[config.mk]
export PLATFORM = sky130hd
export DESIGN_NAME = fle_frac_param
export DESIGN_NICKNAME = d
export VERILOG_FILES = /design/src/rtl/fle_pkg.sv /design/src/rtl/fle_ccff_chain.sv /design/src/rtl/fle_frac_param.sv
export SDC_FILE = /design/constraint.sdc
export NUM_CORES = 1
export LEC_CHECK = 0
export CORE_ASPECT_RATIO = 1.1
export CORE_MARGIN = 4
export CORE_UTILIZATION = 55
export DETAILED_ROUTE_END_ITERATION = 16
export PLACE_DENSITY_LB_ADDON = 0.08
export SLEW_MARGIN = 20
export SYNTH_ARGS = -nofsm -noshare
export SYNTH_HDL_FRONTEND = slang
export SYNTH_SLANG_ARGS = --single-unit
export TNS_END_PERCENT = 1
[constraint.sdc]
create_clock -name clk -period 6.3 [get_ports clk]
set_clock_uncertainty 0.15 [all_clocks]
set_input_delay 1.26 -clock clk [delete_from_list [all_inputs] [get_ports clk]]
set_output_delay 1.26 -clock clk [all_outputs]
set_load 0.03 [all_outputs]
[src/rtl/fle_pkg.sv]
// Shared constants for the fracturable logic element: configuration field
// offsets and chain length, all derived from the LUT input count K.
package fle_pkg;

  function automatic int cfg_len(input int k);
    return (1 << k) + 4;
  endfunction

  function automatic int LUT_LSB(input int k);
    return 0 * k;
  endfunction

  function automatic int FRAC_BIT(input int k);
    return (1 << k);
  endfunction

  function automatic int FFEN0_BIT(input int k);
    return (1 << k) + 1;
  endfunction

  function automatic int FFEN1_BIT(input int k);
    return (1 << k) + 2;
  endfunction

  function automatic int REGIN_BIT(input int k);
    return (1 << k) + 3;
  endfunction

endpackage

[src/rtl/fle_ccff_chain.sv]
// Configuration shift chain: shifts one bit per cycle while config_en is high,
// holds otherwise. The tail is the registered MSB.
module fle_ccff_chain #(
  parameter int CFG_LEN = 20
) (
  input  logic               clk,
  input  logic               reset,
  input  logic               config_en,
  input  logic               ccff_head,
  output logic [CFG_LEN-1:0] cfg,
  output logic               ccff_tail
);

  // NOTE: sequential state uses non-blocking assignments so every register
  // samples the pre-edge values, which is what makes this a true shifter.
  always_ff @(posedge clk) begin
    if (reset) begin
      cfg <= '0;
    end else if (config_en) begin
      cfg <= {cfg[CFG_LEN-2:0], ccff_head};
    end
  end

  assign ccff_tail = cfg[CFG_LEN-1];

endmodule

[src/rtl/fle_frac_param.sv]
// Fracturable logic element: K-LUT (or two (K-1)-LUTs), two bypassable
// flip-flops with register-chain and scan inputs, and a private config chain.
module fle_frac_param
  import fle_pkg::*;
#(
  parameter int K       = 4,
  parameter int FRAC_EN = 1,
  parameter int CFG_LEN = cfg_len(K)
) (
  input  logic         clk,
  input  logic         reset,
  input  logic         config_en,
  input  logic         ccff_head,
  output logic         ccff_tail,
  input  logic         Test_en,
  input  logic [K-1:0] fle_in,
  input  logic         fle_regin,
  input  logic         fle_scin,
  output logic [1:0]   fle_out,
  output logic         fle_regout,
  output logic         fle_scout
);

  localparam int LUT_SIZE  = 1 << K;
  localparam int LUT_IDX   = LUT_LSB(K);
  localparam int FRAC_IDX  = FRAC_BIT(K);
  localparam int FFEN0_IDX = FFEN0_BIT(K);
  localparam int FFEN1_IDX = FFEN1_BIT(K);
  localparam int REGIN_IDX = REGIN_BIT(K);

  logic [CFG_LEN-1:0]  cfg;
  logic [LUT_SIZE-1:0] truth;
  logic                fractured;
  logic [K-1:0]        idx_lo;
  logic [K-1:0]        idx_hi;
  logic                lut0;
  logic                lut1;
  logic                ff0;
  logic                ff1;

  fle_ccff_chain #(.CFG_LEN(CFG_LEN)) u_ccff (
    .clk       (clk),
    .reset     (reset),
    .config_en (config_en),
    .ccff_head (ccff_head),
    .cfg       (cfg),
    .ccff_tail (ccff_tail)
  );

  assign truth     = cfg[LUT_IDX +: LUT_SIZE];
  assign fractured = (FRAC_EN != 0) && cfg[FRAC_IDX];
  // Fractured halves: lower half of the table drives lut0, upper half lut1.
  assign idx_lo    = {1'b0, fle_in[K-2:0]};
  assign idx_hi    = {1'b1, fle_in[K-2:0]};

  // NOTE: outputs get a default before any branch so no latch is inferred.
  always_comb begin
    lut0 = truth[fle_in];
    lut1 = lut0;
    if (fractured) begin
      lut0 = truth[idx_lo];
      lut1 = truth[idx_hi];
    end
  end

  // Configuration outranks scan, which outranks the functional path.
  always_ff @(posedge clk) begin
    if (reset) begin
      ff0 <= 1'b0;
      ff1 <= 1'b0;
    end else if (config_en) begin
      ff0 <= ff0;
      ff1 <= ff1;
    end else if (Test_en) begin
      ff0 <= fle_scin;
      ff1 <= ff0;
    end else begin
      ff0 <= cfg[REGIN_IDX] ? fle_regin : lut0;
      ff1 <= lut1;
    end
  end

  always_comb begin
    fle_out = '0;
    if (!config_en) begin
      fle_out[0] = cfg[FFEN0_IDX] ? ff0 : lut0;
      fle_out[1] = cfg[FFEN1_IDX] ? ff1 : lut1;
    end
  end

  assign fle_regout = ff0;
  assign fle_scout  = ff1;

endmodule

**Yosys cells after proc, flatten, opt, wreduce, memory -nomap -nowiden**

Index checks and enable logic that the tools add are counted.
Widths: inputs -> output; s select.

- Register bits: 22

- Magnitude comparators: 3
- Muxes and demuxes: 14

Operator list:

| kind | count |
|---|---|
| $lt 4x5->1 const B | 2 |
| $mux 1 | 10 |
| $bmux 1 s3 | 2 |
| $lt 3x5->1 const B | 1 |
| $bmux 1 s4 | 1 |
| $mux 2 | 1 |

**Longest topological paths before layout**

Gate-level depths: netlist (run 1).

- Word-level depth: 5
- Depth in mapped cells: 5
- Mapped depth without buffers: 4

**Modules after synthesis**

From an unflattened synthesis (run 1), not the netlist that was laid out.

- Cells, all modules: 97
- Area total of the unflattened synthesis: 1,053.5 um2

By module, submodules not included:

| module | cells an instance | sequential area each (um2) | instances | area each (um2) |
|---|---|---|---|---|
| fle_ccff_chain | 65 | 400.4 | 1 | 713.2 |
| fle_frac_param | 32 | 40.0 | 1 | 340.3 |

**Worst setup path after synthesis (run 1)**

Ideal clock, no wire load.

- Path kind: in2out
- From: input port fle_in[0]
- To: output port fle_out[1]
- Setup slack: 2,180 ps
- Path buffers: 1
- Data required time: 4,890 ps
- Stages: 5
- Arrival time: 2,710 ps
- Cells stage by stage: buf_6 > mux4_1 > mux2_2 > mux2i_1 > a211oi_1

- Cells in the longest elaborated chain, start to end: 5

Ends and longest elaborated chain:

| element | line | source |
|---|---|---|
| start: declaration | fle_frac_param.sv:16 | `input logic [K-1:0] fle_in,` |
| $bmux 1 s4 / $bmux 1 s3 (equally long branches) | fle_frac_param.sv:58, fle_frac_param.sv:62 |  |
| $mux 1, on equally long branches | fle_frac_param.sv:58, fle_frac_param.sv:62 |  |
| $mux 1 * | fle_frac_param.sv:60 | `if (fractured) begin` |
| $mux 1 * | fle_frac_param.sv:87 | `fle_out[1] = cfg[FFEN1_IDX] ? ff1 : lut1;` |
| $mux 2 * | fle_frac_param.sv:85 | `if (!config_en) begin` |
| end: declaration | fle_frac_param.sv:19 | `output logic [1:0] fle_out,` |

Mark *: on every way between the ends. The rest lies on a longest branch, timed or not. The select of a mux whose other input is x is not followed.

**Worst setup path after layout (run 1)**

- From: input port fle_in[0]
- To: output port fle_out[0]

- Cells in the longest elaborated chain, start to end: 5

Ends and longest elaborated chain:

| element | line | source |
|---|---|---|
| $bmux 1 s4 / $bmux 1 s3 (equally long branches) | fle_frac_param.sv:58, fle_frac_param.sv:61 |  |
| $mux 1, on equally long branches | fle_frac_param.sv:58, fle_frac_param.sv:61 |  |
| $mux 1 * | fle_frac_param.sv:60 |  |
| $mux 1 * | fle_frac_param.sv:86 | `fle_out[0] = cfg[FFEN0_IDX] ? ff0 : lut0;` |
| $mux 2 * | fle_frac_param.sv:85 |  |

Marks and branches as above.

==> results.sh, run 1 <==
export IMPL_status="finished, final reports clean"
export IMPL_avgSynthCellArea_um2=10.1
export IMPL_synth_area_leaders="dfxtp_1, mux2i_1, nor2_1"
export IMPL_globalRouteOverflowTotal=0
export IMPL_hold_buffers=0
export IMPL_cts_tree="yes"
export IMPL_grt_pass1_wl_um=3150
export IMPL_max_freq_ghz=0.192
export IMPL_die_w_um=48.9
export IMPL_crit_fanout=6
export IMPL_antennaDiodeCount=0
export IMPL_pin_count=16
export IMPL_path_class="in2out"
export IMPL_syn_to_final_growth_pct=17.0
export IMPL_ys_dominant_reg_cell="dfxtp_1"
export IMPL_synthCells=100
export IMPL_synth_nets=111
export IMPL_via_count=736
export IMPL_setup_violations=0
export IMPL_fp_dieH_um=53.0
export IMPL_rsz0062_at_grt="false"
export IMPL_crit_path_end_kind="output port"
export IMPL_met1_usage_pct=18.8
export IMPL_clk_latency_ns=0.30
export IMPL_worstPathRequired_ns=4.89
export IMPL_synthArstFlopShare_pct=0
export IMPL_yosysMostFrequentCell="nor2_1"
export IMPL_cts_sinks=22
export IMPL_grt_busiest_layer="met2"
export IMPL_avgViaCountPerCell=5.62
export IMPL_nets=126
export IMPL_peakVddDrop_uv=152
export IMPL_design_core_area_mm2=0.00176
export IMPL_cts_root_buf="clkbuf_4"
export IMPL_drt_pass1_iterations=4
export IMPL_grt_max_degree=28
export IMPL_post_cts_setup_buffers=0
export IMPL_drc=0
export IMPL_p_leak_nw=0.514
export IMPL_path_clk_slew_ns=0.11
export IMPL_io_buffers=15
export IMPL_num_fill_cells=141
export IMPL_total_power_uw=230
export IMPL_postCtsResizedCells=0
export IMPL_ant_nets=0
export IMPL_initialDrtViolationCount=6
export IMPL_hpwlAfterDp_um=1330
export IMPL_mappedNetlistArea_mm2=0.00101
export IMPL_critPathArrivalTime_ns=3.80
export IMPL_grt_pass1_vias=706
export IMPL_worst_slew_pin_slew_ns=0.811
export IMPL_htree_levels=1
export IMPL_yosysTopAreaCell="dfxtp_1"
export IMPL_synth_cell_types=21
export IMPL_yosysTopAreaCellShare_pct=43.6
export IMPL_synth_seq_cells=22
export IMPL_wl_per_cell_um=14.1
export IMPL_use_met3_pct=4.51
export IMPL_yosysWarnings=0
export IMPL_hold_viol=0
export IMPL_period_needed_ns=5.21
export IMPL_setup_tns_final_ns=0
export IMPL_drt_wl_total_um=1840
export IMPL_use_met2_pct=27.0
export IMPL_relSlewSlack_pct=45.7
export IMPL_dieArea_mm2=0.00259
export IMPL_worstHoldPathType="reg2reg"
export IMPL_antenna_found_initial=0
export IMPL_power_density_mw_per_mm2=194
export IMPL_holdWs_ns=0.349
export IMPL_rows=16
export IMPL_drive_gt1_share_pct=8.85
export IMPL_gp_congestion=0.720
export IMPL_fin_crit_sh_pct=82.7
export IMPL_ctsLongestPathBuffers=2
export IMPL_grt_util_all_layers_pct=16.1
export IMPL_synth_edff_count=0
export IMPL_initial_core_util_pct=57.4
export IMPL_seq_area_frac_synth_pct=43.6
export IMPL_start_kind="input pin"
export IMPL_ys_top_cells_by_count="nor2_1, dfxtp_1, mux2i_1"
export IMPL_drv_cap=0
export IMPL_drv_slew=0
export IMPL_numCtsBuffers=3
[cell families (layout without fill, tap and decap cells)]
kind of cell | count (synthesis) | in the layout | synth area share (%)
buffers and inverters | 9 | 22 | 4.21
multiplexers | 30 | 30 | 34.9
flip-flops | 22 | 22 | 43.6
AND/OR/NAND/NOR | 30 | 30 | 11.6
AO/OA/AOI/OAI | 9 | 9 | 5.69
[flip-flops by register name (all words and copies together) (netlist names)]
name        flops
fle_regout      1
fle_scout       1
u_ccff.cfg     20
[report_power, final]
part	internal (mW)	leakage (nW)	total, mW	switching, mW
sequential	0.141	0.178	0.142	0.00101
combinational	0.0136	0.323	0.0261	0.0125
clock	0.0223	0.0138	0.0623	0.0399
total	0.176	0.514	0.230	0.0534
[cell usage in the layout (no fill, tap or decap)]
cell type,n
dfxtp_1,22
mux2_2,5
clkbuf_4,3
nand2_1,3
clkdlybuf4s50_1,15
a21oi_1,3
buf_4,1
o22ai_1,1
nor2b_1,1
a221oi_1,1
mux2_1,1
o21ai_0,1
inv_1,3
mux4_2,1
mux4_1,2
nand2b_1,1
nor2_1,25
o21a_1,1
mux2i_1,21
a211oi_1,2
[stage by stage]
| stage | cells | util [%] | setup WS, ns | cell area [um^2] |
|---|---|---|---|---|
| 2_1_floorplan | 100 | - | 2.18 | 1010 |
| 3_3_place_gp | 128 | 65.8 | 1.14 | 1160 |
| 3_5_place_dp | 128 | 65.8 | 1.09 | 1160 |
| 4_1_cts | 131 | 67.1 | 1.08 | 1180 |
| 5_1_grt | 131 | 67.1 | 1.04 | 1180 |
| 6_report | 131 | 67.1 | 1.09 | 1180 |
[final timing paths]
path | to | from | slack, ns | cells after the start
setup reg to reg | fle_regout$_SDFFE_PP0N_ | u_ccff.cfg[7]$_SDFFE_PP0P_ | 4.44 | 4
setup / recovery | fle_out[0] | fle_in[0] | 1.09 | 6
hold / removal | fle_regout$_SDFFE_PP0N_ | fle_regout$_SDFFE_PP0N_ | 0.35 | 2
hold reg to reg | fle_regout$_SDFFE_PP0N_ | fle_regout$_SDFFE_PP0N_ | 0.35 | 2
[layer usage]
metal | share of wire [%] | routed length [um]
met1 | 44 | 803
met2 | 50 | 918
met3 | 4.8 | 88
met4 | 1.7 | 31
met5 | 0 | 0
[layout make-up]
| type | instances | area [um^2] | share of cell area [%] |
|---|---|---|---|
| Clock buffer | 3 | 22.5 | 1.90 |
| Sequential cell | 22 | 440 | 37.2 |
| Inverter | 3 | 11.3 | 0.952 |
| Multi-Input combinational cell | 69 | 528 | 44.7 |
| Tap cell | 18 | 22.5 | 1.90 |
| Timing Repair Buffer | 16 | 158 | 13.3 |
[worst max-delay path, stage by stage]
cell,delay [ns]
clkdlybuf4s50_1,0.64
mux2_2,0.38
mux4_2,0.48
mux2_2,0.28
o21a_1,0.17
clkdlybuf4s50_1,0.58
Note: power is estimated with default switching activity, not from simulation.
==> inputs of run 2 (changes only) <==
--- a/config.mk
+++ b/config.mk
@@ -7,7 +7,7 @@
 export LEC_CHECK = 0
 export CORE_ASPECT_RATIO = 1.1
 export CORE_MARGIN = 4
-export CORE_UTILIZATION = 55
+export CORE_UTILIZATION = 51
 export DETAILED_ROUTE_END_ITERATION = 16
 export PLACE_DENSITY_LB_ADDON = 0.08
 export SLEW_MARGIN = 20
==> constraint.sdc (replaced) <==
create_clock -name clk -period 5.2 [get_ports clk]
set_clock_uncertainty 0.15 [all_clocks]
set_input_delay 1.04 -clock clk [delete_from_list [all_inputs] [get_ports clk]]
set_output_delay 1.04 -clock clk [all_outputs]
set_load 0.03 [all_outputs]
==> run 2 against run 1 <==
  * Sequential power up 21%
  * Via count down 2.0%
  * Count of clock-buffer cells in the layout up 1
  * Non-clock buffer count unchanged
  * Worst setup slack worse by 0.63 ns
  * Routed wire length up 3.2%
  * Critical path depth unchanged
  * Die area up 6.6%
  * Final cell count up 7.6%
  * Sequential cell count unchanged
  * Power up 28%
==> results.sh, run 2 (synthesis gave the netlist of run 1 again) <==
export IMPL_initial_core_util_pct=55.5
export IMPL_grt_pass1_vias=737
export IMPL_period_needed_ns=4.74
export IMPL_clk_latency_ns=0.30
export IMPL_hpwlAfterDp_um=1430
export IMPL_hold_buffers=0
export IMPL_postCtsResizedCells=0
export IMPL_drive_gt1_share_pct=9.65
export IMPL_initialDrtViolationCount=5
export IMPL_num_fill_cells=160
export IMPL_rsz0062_at_grt="false"
export IMPL_final_common_cell="nor2_1"
export IMPL_syn_to_final_growth_pct=19.4
export IMPL_relSlewSlack_pct=47.2
export IMPL_regMostFlops="u_ccff.cfg"
export IMPL_fp_dieH_um=54.7
export IMPL_final_cell_mix="nor2_1, dfxtp_1, mux2i_1, clkdlybuf4s50_1, mux2_2"
export IMPL_path_class="in2out"
export IMPL_io_buffers=15
export IMPL_fin_crit_sh_pct=91.1
export IMPL_ctsLongestPathBuffers=2
export IMPL_gp_congestion=0.714
export IMPL_wl_per_cell_um=13.5
export IMPL_finalNonFillerCells=141
export IMPL_avgViaCountPerCell=5.11
export IMPL_max_freq_ghz=0.211
export IMPL_placedInstanceArea_mm2=0.00117
export IMPL_critPathArrivalTime_ns=3.55
export IMPL_dieArea_mm2=0.00276
export IMPL_cpPeakStageDelay_ns=0.61
export IMPL_globalRouteOverflowTotal=0
export IMPL_design_core_area_mm2=0.00182
export IMPL_largest_register_ffs=20
export IMPL_total_power_uw=295
export IMPL_drt_pass1_iterations=4
export IMPL_antennaDiodeCount=0
export IMPL_via_count=721
export IMPL_drv_cap=0
export IMPL_worst_slew_pin_slew_ns=0.790
export IMPL_crit_fanout=6
export IMPL_drt_wl_total_um=1900
export IMPL_crit_path_end_kind="output port"
export IMPL_setup_violations=0
export IMPL_rows=16
export IMPL_p_leak_nw=0.522
export IMPL_worstPathRequired_ns=4.01
export IMPL_peakVddDrop_uv=167
export IMPL_ant_nets=0
export IMPL_numCtsBuffers=3
export IMPL_cp_buffers_inverters=2
export IMPL_die_w_um=50.5
export IMPL_htree_levels=1
export IMPL_antenna_found_initial=0
export IMPL_power_density_mw_per_mm2=244
export IMPL_status="finished, final reports clean"
export IMPL_nets=126
export IMPL_placed_cells=137
export IMPL_cts_sinks=22
export IMPL_path_clk_slew_ns=0.11
export IMPL_start_kind="input pin"
export IMPL_worstHoldPathType="reg2reg"
export IMPL_drc=0
export IMPL_cts_root_buf="clkbuf_4"
export IMPL_cts_tree="yes"
export IMPL_slowest_stage="clkdlybuf4s50_1"
export IMPL_pin_count=16
export IMPL_setup_tns_final_ns=0
export IMPL_hold_viol=0
export IMPL_drv_slew=0
export IMPL_grt_max_degree=24
export IMPL_path_cells="clkdlybuf4s50_1 > mux2_2 > mux4_2 > mux2_2 > o21a_1 > clkdlybuf4s50_1"
export IMPL_crit_family="buffers and inverters"
export IMPL_post_cts_setup_buffers=0
export IMPL_grt_util_all_layers_pct=16.2
export IMPL_post_route_cell_area_mm2=0.00121
export IMPL_grt_pass1_wl_um=3210
run 2: final cells by class:
class / count / area, um^2 / share of cell area, %
Clock buffer: 4 / 36.3 / 3.01
Inverter: 3 / 11.3 / 0.933
Multi-Input combinational cell: 69 / 528 / 43.7
Sequential cell: 22 / 440 / 36.5
Tap cell: 27 / 33.8 / 2.80
Timing Repair Buffer: 16 / 158 / 13.1
run 2: worst paths after layout:
check	startpoint	cells past startpoint	end	slack [ns]
setup / recovery	fle_in[0]	6	fle_out[0]	0.46
hold / removal	fle_regout$_SDFFE_PP0N_	2	fle_regout$_SDFFE_PP0N_	0.36
setup reg to reg	u_ccff.cfg[7]$_SDFFE_PP0P_	4	fle_regout$_SDFFE_PP0N_	3.34
hold reg to reg	fle_regout$_SDFFE_PP0N_	2	fle_regout$_SDFFE_PP0N_	0.36
run 2: metrics by stage:
stage	setup slack [ns]	utilization (%)	hold WS, ns
global placement	0.474	64.3	0.331
global route	0.366	66.3	0.405
finish	0.462	66.3	0.356
CTS	0.450	66.3	0.359
detailed placement	0.450	64.3	0.338
floorplan	1.52	-	0.324
run 2: power breakdown:
part	internal, mW	switching (mW)	total, mW
Clock	0.0427	0.0488	0.0914
Combinational	0.0164	0.0154	0.0318
Sequential	0.170	0.00132	0.172
Total	0.229	0.0655	0.295
run 2: worst min-delay path: stages (launching register included):
cell	delay (ns)
dfxtp_1	0.34
nand2_1	0.06
o22ai_1	0.06
run 2: metal layers:
layer | share of wire (%) | track usage, % | vias to the layer above
met2 | 48 | 27.8 | 12
met4 | 1.5 | 11.7 | 0
met1 | 45 | 17.4 | 331
met5 | 0 | 0 | -
met3 | 5.3 | 4.63 | 2
li1 | - | - | 376
==> inputs of run 3 (changes only) <==
==> constraint.sdc (replaced) <==
create_clock -name clk -period 5.03 [get_ports clk]
set_clock_uncertainty 0.15 [all_clocks]
set_input_delay 1.006 -clock clk [delete_from_list [all_inputs] [get_ports clk]]
set_output_delay 1.006 -clock clk [all_outputs]
set_load 0.05 [all_outputs]
==> results of run 3 <==
Same layout as run 2 (identical final DEF). Status: finished, final reports clean.
Main changes from that run: setup slack after placement 0.450 ns -> 0.239 ns; setup slack after layout 0.462 ns -> 0.252 ns; register-to-register setup slack 3.34 ns -> 3.17 ns; total power 0.295 mW -> 0.306 mW; worst IR drop on VDD 167 uV -> 173 uV
